<file path="src/rtl/sieve_controller_if.sv">
// Host / BoolRam / populate-stage signal bundle for the sieve controller.
// The slave modport is the controller's view; master is the surrounding system.
interface sieve_controller_if #(
  parameter int BOOL_AW = 10
);
  logic               start;
  logic [BOOL_AW-1:0] max_prime;
  logic               bool_ram_q;
  logic               done_populating;
  logic [BOOL_AW-1:0] bool_ram_addr;
  logic               bool_ram_data;
  logic               bool_ram_wren;
  logic               bool_ram_sel;
  logic               pop_init;
  logic               populating;
  logic               busy;
  logic               done;

  modport master (
    output start, max_prime, bool_ram_q, done_populating,
    input  bool_ram_addr, bool_ram_data, bool_ram_wren, bool_ram_sel,
           pop_init, populating, busy, done
  );

  modport slave (
    input  start, max_prime, bool_ram_q, done_populating,
    output bool_ram_addr, bool_ram_data, bool_ram_wren, bool_ram_sel,
           pop_init, populating, busy, done
  );
endinterface

</file>
<file path="src/rtl/sieve_controller.sv">
// Prime sieve sequencer: clears BoolRam, marks composites for each base p with p*p <= max,
// then hands BoolRam to the populate stage and pulses done.
module sieve_controller #(
  parameter int BOOL_AW = 10,
  parameter int BASE_W  = 5
) (
  input logic               clk,
  input logic               reset,
  sieve_controller_if.slave bus
);
  localparam int MW = BOOL_AW + 1;

  typedef enum logic [2:0] {
    S_IDLE,
    S_CLEAR,
    S_RD,
    S_EVAL,
    S_MARK,
    S_NXT,
    S_POP,
    S_DONE
  } state_t;

  state_t              r_state;
  state_t              w_state_nxt;
  logic [BOOL_AW-1:0]  r_mx;
  logic [BOOL_AW-1:0]  r_addr;
  logic [BASE_W-1:0]   r_p;
  logic [MW-1:0]       r_m;
  logic                r_pop_init;

  logic [MW-1:0]       w_mx_ext;
  logic [MW-1:0]       w_p_sq;
  logic [MW-1:0]       w_p1_sq;
  logic [MW-1:0]       w_m_next;
  logic [BASE_W:0]     w_p1;

  // All base/multiple arithmetic is one bit wider than the RAM address so m+p and
  // (p+1)^2 never wrap when max_prime is at its ceiling.
  assign w_mx_ext = MW'(r_mx);
  assign w_p1     = {1'b0, r_p} + 1'b1;
  assign w_p_sq   = MW'(r_p) * MW'(r_p);
  assign w_p1_sq  = MW'(w_p1) * MW'(w_p1);
  assign w_m_next = r_m + MW'(r_p);

  always_ff @(posedge clk) begin
    if (reset) begin
      r_state <= S_IDLE;
    end else begin
      r_state <= w_state_nxt;
    end
  end

  always_comb begin
    w_state_nxt = r_state;
    case (r_state)
      S_IDLE: begin
        if (bus.start) begin
          w_state_nxt = (bus.max_prime < BOOL_AW'(2)) ? S_DONE : S_CLEAR;
        end
      end
      S_CLEAR: begin
        if (r_addr == r_mx) begin
          // First base is 2; if 4 > max there is nothing to mark.
          w_state_nxt = (w_mx_ext < MW'(4)) ? S_POP : S_RD;
        end
      end
      S_RD:    w_state_nxt = S_EVAL;
      S_EVAL:  w_state_nxt = bus.bool_ram_q ? S_NXT : S_MARK;
      S_MARK: begin
        if (w_m_next > w_mx_ext) begin
          w_state_nxt = S_NXT;
        end
      end
      S_NXT:   w_state_nxt = (w_p1_sq > w_mx_ext) ? S_POP : S_RD;
      S_POP: begin
        if (bus.done_populating) begin
          w_state_nxt = S_DONE;
        end
      end
      S_DONE:  w_state_nxt = S_IDLE;
      default: w_state_nxt = S_IDLE;
    endcase
  end

  always_ff @(posedge clk) begin
    if (reset) begin
      r_mx       <= '0;
      r_addr     <= '0;
      r_p        <= '0;
      r_m        <= '0;
      r_pop_init <= 1'b0;
    end else begin
      r_pop_init <= (r_state == S_IDLE) && bus.start && (bus.max_prime >= BOOL_AW'(2));
      case (r_state)
        S_IDLE: begin
          if (bus.start) begin
            r_mx   <= bus.max_prime;
            r_addr <= '0;
          end
        end
        S_CLEAR: begin
          r_addr <= r_addr + 1'b1;
          if (r_addr == r_mx) begin
            r_p <= BASE_W'(2);
          end
        end
        S_EVAL: begin
          if (!bus.bool_ram_q) begin
            r_m <= w_p_sq;
          end
        end
        S_MARK: begin
          if (w_m_next <= w_mx_ext) begin
            r_m <= w_m_next;
          end
        end
        S_NXT:   r_p <= r_p + 1'b1;
        default: ;
      endcase
    end
  end

  always_comb begin
    bus.bool_ram_addr = '0;
    bus.bool_ram_data = 1'b0;
    bus.bool_ram_wren = 1'b0;
    bus.bool_ram_sel  = 1'b0;
    bus.populating    = 1'b0;
    bus.done          = 1'b0;
    bus.busy          = (r_state != S_IDLE);
    bus.pop_init      = r_pop_init;
    case (r_state)
      S_CLEAR: begin
        bus.bool_ram_addr = r_addr;
        bus.bool_ram_wren = 1'b1;
      end
      S_RD:    bus.bool_ram_addr = BOOL_AW'(r_p);
      S_MARK: begin
        bus.bool_ram_addr = r_m[BOOL_AW-1:0];
        bus.bool_ram_data = 1'b1;
        bus.bool_ram_wren = 1'b1;
      end
      S_POP: begin
        bus.bool_ram_sel = 1'b1;
        bus.populating   = 1'b1;
      end
      S_DONE:  bus.done = 1'b1;
      default: ;
    endcase
  end
endmodule

</file>
<file path="src/flat_wrapper.sv">
// flat-port wrapper written by rule: the top's interface ports become plain ports
module sieve_controller_flat 
#(
  parameter int BOOL_AW = 10,
  parameter int BASE_W  = 5
)
  (clk, reset, bus_start, bus_max_prime, bus_bool_ram_q, bus_done_populating, bus_bool_ram_addr, bus_bool_ram_data, bus_bool_ram_wren, bus_bool_ram_sel, bus_pop_init, bus_populating, bus_busy, bus_done);
  sieve_controller_if #(.BOOL_AW(BOOL_AW)) bus_i ();
  input logic clk;
  input logic reset;
  input wire logic [$bits(bus_i.start)-1:0] bus_start;
  input wire logic [$bits(bus_i.max_prime)-1:0] bus_max_prime;
  input wire logic [$bits(bus_i.bool_ram_q)-1:0] bus_bool_ram_q;
  input wire logic [$bits(bus_i.done_populating)-1:0] bus_done_populating;
  output wire logic [$bits(bus_i.bool_ram_addr)-1:0] bus_bool_ram_addr;
  output wire logic [$bits(bus_i.bool_ram_data)-1:0] bus_bool_ram_data;
  output wire logic [$bits(bus_i.bool_ram_wren)-1:0] bus_bool_ram_wren;
  output wire logic [$bits(bus_i.bool_ram_sel)-1:0] bus_bool_ram_sel;
  output wire logic [$bits(bus_i.pop_init)-1:0] bus_pop_init;
  output wire logic [$bits(bus_i.populating)-1:0] bus_populating;
  output wire logic [$bits(bus_i.busy)-1:0] bus_busy;
  output wire logic [$bits(bus_i.done)-1:0] bus_done;
  assign bus_i.start = bus_start;
  assign bus_i.max_prime = bus_max_prime;
  assign bus_i.bool_ram_q = bus_bool_ram_q;
  assign bus_i.done_populating = bus_done_populating;
  assign bus_bool_ram_addr = bus_i.bool_ram_addr;
  assign bus_bool_ram_data = bus_i.bool_ram_data;
  assign bus_bool_ram_wren = bus_i.bool_ram_wren;
  assign bus_bool_ram_sel = bus_i.bool_ram_sel;
  assign bus_pop_init = bus_i.pop_init;
  assign bus_populating = bus_i.populating;
  assign bus_busy = bus_i.busy;
  assign bus_done = bus_i.done;
  sieve_controller #(.BOOL_AW(BOOL_AW), .BASE_W(BASE_W)) u_core (.clk(clk), .reset(reset), .bus(bus_i));
endmodule
</file>
<file path="config.mk">
export PLATFORM = sky130hd
export DESIGN_NAME = sieve_controller_flat
export DESIGN_NICKNAME = d
export VERILOG_FILES = /design/src/rtl/sieve_controller_if.sv /design/src/rtl/sieve_controller.sv /design/src/flat_wrapper.sv
export SDC_FILE = /design/constraint.sdc
export NUM_CORES = 1
export LEC_CHECK = 0
export BUFFER_PORTS_ARGS = -buffer_cell sky130_fd_sc_hd__buf_2
export CORE_ASPECT_RATIO = 1.25
export CORE_MARGIN = 2
export CORE_UTILIZATION = 40
export CTS_BUF_LIST = sky130_fd_sc_hd__clkbuf_4
export CTS_CLUSTER_DIAMETER = 100
export DETAILED_ROUTE_END_ITERATION = 16
export PLACE_DENSITY = 0.63
export SLEW_MARGIN = 20
export SYNTH_ARGS = -nofsm -noshare
export SYNTH_HDL_FRONTEND = slang
export SYNTH_SLANG_ARGS = --single-unit
</file>
<file path="constraint.sdc">
create_clock -name clk -period 13.5 [get_ports clk]
set_input_delay 2.7 -clock clk [delete_from_list [all_inputs] [get_ports clk]]
set_output_delay 2.7 -clock clk [all_outputs]
set_load 0.005 [all_outputs]
</file>
==> impl_metrics.ini <==
[setup_path]
r2r_cells = 21
cp.depth = 6
cp-end-kind = output pin
startpoint = u_core.r_state[2]
r2r_slack_ns = 8.15
critPathLaunchType = flip-flop
worstPathRequired_ns = 10.80
crit-reg2reg-launch = u_core.r_p[0]
crit_end = bus_bool_ram_addr[0]
path_cells = inv_2, or3_1, clkinv_1, nand2_1, o21ai_0, buf_2
slowest_delay_ns = 0.62
arrival_ns = 2.80
crit_family = buffers and inverters
cp_slowest_cell = clkinv_1
path_class = reg -> out
path_buf_inv = 3
reg2reg_to = u_core.r_state[2]
cp_max_fo = 17

[timing]
rsz0062_at_grt = false
timing.setup.tns_ns = 0
fin_ws_ns = 8.00
max_slew_margin_pct = 37.7
tightest_slew_ns = 0.930
finClkSkew_ns = 0.00202
hold_viol_final = 0
finalMaxSlewViolations = 0
fin_crit_sh_pct = 40.7
layout_min_cycle_time_ns = 5.50
clock.fmax_mhz = 182
setup_viol = 0

[floorplanning]
die_w_um = 93.9
die_y_um = 116
die_area_sq_mm = 0.0109
io_pins = 32
initial_core_util_pct = 40.6
rows = 41
core_sq_mm = 0.00995

[placed_design]
dp_hpwl_um = 8220
gp_congestion = 0.878
dp.cells = 651
io_buffers = 31
dp_slack_ns = 8.17

[grt]
grt_antenna_before_repair = 0
grt_first_pass_wirelength_um = 17500
grt_pass1_vias = 3650
overflow = 0
grt_max_degree = 39
track_usage_pct = 20.2

[finish]
final_core_util_pct = 43.1
nets = 605
drive_gt1_share_pct = 9.62
final_cell_mix = nand2_1 (56), ha_1 (49), inv_1 (42), nor2_1 (42), a21oi_1 (41)
num-fill-cells = 1086
area.growth.synth_to_final_pct = 6.29
instances_no_fill = 659
layout_commonest_cell = nand2_1
diodes = 0

[logic_synthesis]
avgSynthCellArea_sq_um = 7.81
yosys_most_used_dff = dfxtp_1
netlist_area_sq_mm = 0.00404
yosysWarnings = 0
syn-instance-count = 517
synth_edf_count = 0
async_flop_share_pct = 0
synth-seq-cells = 40
yosysUniqueCellTypes = 65
seq_area_frac_synth_pct = 19.8

[drt]
vias = 3694
avgViaCountPerCell = 5.61
first_pass_iters = 5
ant_nets = 0
drc = 0
drt-wirelength-per-cell_um = 15.9
routed_wl_um = 10500
drtIter0Drc = 134

[cts]
clk_pin_slew_ns = 0.12
post_cts_buffers = 0
clk_latency_ns = 0.37
htree_num_levels = 2
clock_path_buffers = 2
numCtsBuffers = 5
cts_resized = 0
cts_root_buf = clkbuf_4
hold_buffers = 0
cts.sinks = 40
cts_tree = done

[run_status]
status = finished, final reports clean

[power_and_ir_drop]
leakage_nw = 1.88
vdd_drop_max_mv = 0.0664
powerDensity_mw_per_mm2 = 102

[worst_hold_path]
hold_path.class = reg -> reg

[flow_run]
drv_cap = 0
==> layout make-up <==
type	count	area [sq um]	share of cell area, %
tap	129	161	3.76
clock buffer	6	45.0	1.05
sequential	40	801	18.7
timing repair buffer	31	155	3.62
clock inverter	2	11.3	0.262
multi-input combinational	407	2950	68.8
inverter	44	165	3.85
==> state kept, by name, indices dropped and copies added (netlist names) <==
register,flops
u_core.r_addr,10
u_core.r_state,3
u_core.bus.pop_init,1
u_core.r_p,5
u_core.r_mx,10
u_core.r_m,11
==> worst min path at each step <==
stage                        startpoint       endpoint  slack [ns]  depth (start not counted)
after floorplan           u_core.r_m[0]  u_core.r_m[0]        0.45                          2
after global placement    u_core.r_m[0]  u_core.r_m[0]        0.46                          2
final                     u_core.r_m[0]  u_core.r_m[0]        0.50                          2
after detailed placement  u_core.r_m[0]  u_core.r_m[0]        0.47                          2
after CTS                 u_core.r_m[0]  u_core.r_m[0]        0.49                          2
after global routing      u_core.r_m[0]  u_core.r_m[0]        0.55                          2
==> metrics by stage <==
step	cell area, sq um	hold WS (ns)	power (W)
3_3_place_gp	4230	0.462	0.000369
3_5_place_dp	4230	0.473	0.000373
5_1_grt	4290	0.547	0.000474
4_1_cts	4290	0.492	0.000439
2_1_floorplan	4040	0.449	0.000321
6_report	4290	0.499	0.000439
==> worst register-to-register path, delay by kind of cell, from the launching register on <==
family / cells / cell delay, ns
XOR/XNOR: 2 / 0.49
buffers and inverters: 2 / 0.11
flip-flops: 1 / 0.65
AND/OR/NAND/NOR: 3 / 0.29
adder cells (fa/ha/maj): 6 / 2.58
AO/OA/AOI/OAI: 8 / 1.09
==> where the power goes <==
part	internal, W	switching, W
combinational	0.0000769	0.000132
sequential	0.000132	0.0000322
clock	0.0000218	0.0000433
==> per-layer routing <==
metal  share of wire (%)  vias up  track usage (%)
met5                   0        -                0
met4                 4.0        0             10.2
met3                 3.0       27             2.00
met2                  47       73             33.6
met1                  46     1737             26.1
li1                    -     1857                -
==> kinds of logic (layout without fill, tap and decap cells) <==
family / Yosys count / count (layout) / synth area share (%)
AO/OA/AOI/OAI: 135 / 135 / 23.5
AND/OR/NAND/NOR: 172 / 172 / 20.2
adder cells (fa/ha/maj): 61 / 61 / 21.1
flip-flops: 40 / 40 / 19.8
other: 1 / 2 / 0.0929
multiplexers: 2 / 2 / 0.496
buffers and inverters: 71 / 83 / 7.13
XOR/XNOR: 35 / 35 / 7.59
==> Yosys cell counts, types with 3 or more instances <==
library cell / count / area share [%]
a22oi_1: 6 / 1.1
nand4_1: 10 / 1.5
o32ai_2: 3 / 1.2
o211ai_1: 4 / 0.74
o21a_1: 4 / 0.74
a21o_1: 7 / 1.3
xor2_1: 10 / 2.2
o31ai_1: 3 / 0.56
clkbuf_1: 22 / 2.0
xnor2_1: 25 / 5.4
nand2_1: 56 / 5.2
and2_1: 8 / 1.2
a31oi_1: 3 / 0.47
fa_1: 12 / 6.0
nor2_1: 42 / 3.9
nand3_1: 11 / 1.4
a21oi_1: 41 / 5.1
ha_1: 49 / 15
o21ai_0: 23 / 2.9
o21bai_1: 5 / 0.93
inv_1: 42 / 3.9
or3_1: 3 / 0.47
a211oi_1: 8 / 1.5
nor4_1: 9 / 1.4
dfxtp_1: 40 / 20
nor2b_1: 7 / 1.1
and3_1: 6 / 0.93
a22o_1: 3 / 0.65
nor3_1: 11 / 1.4
No activity file was read; power rests on OpenSTA's default activity.
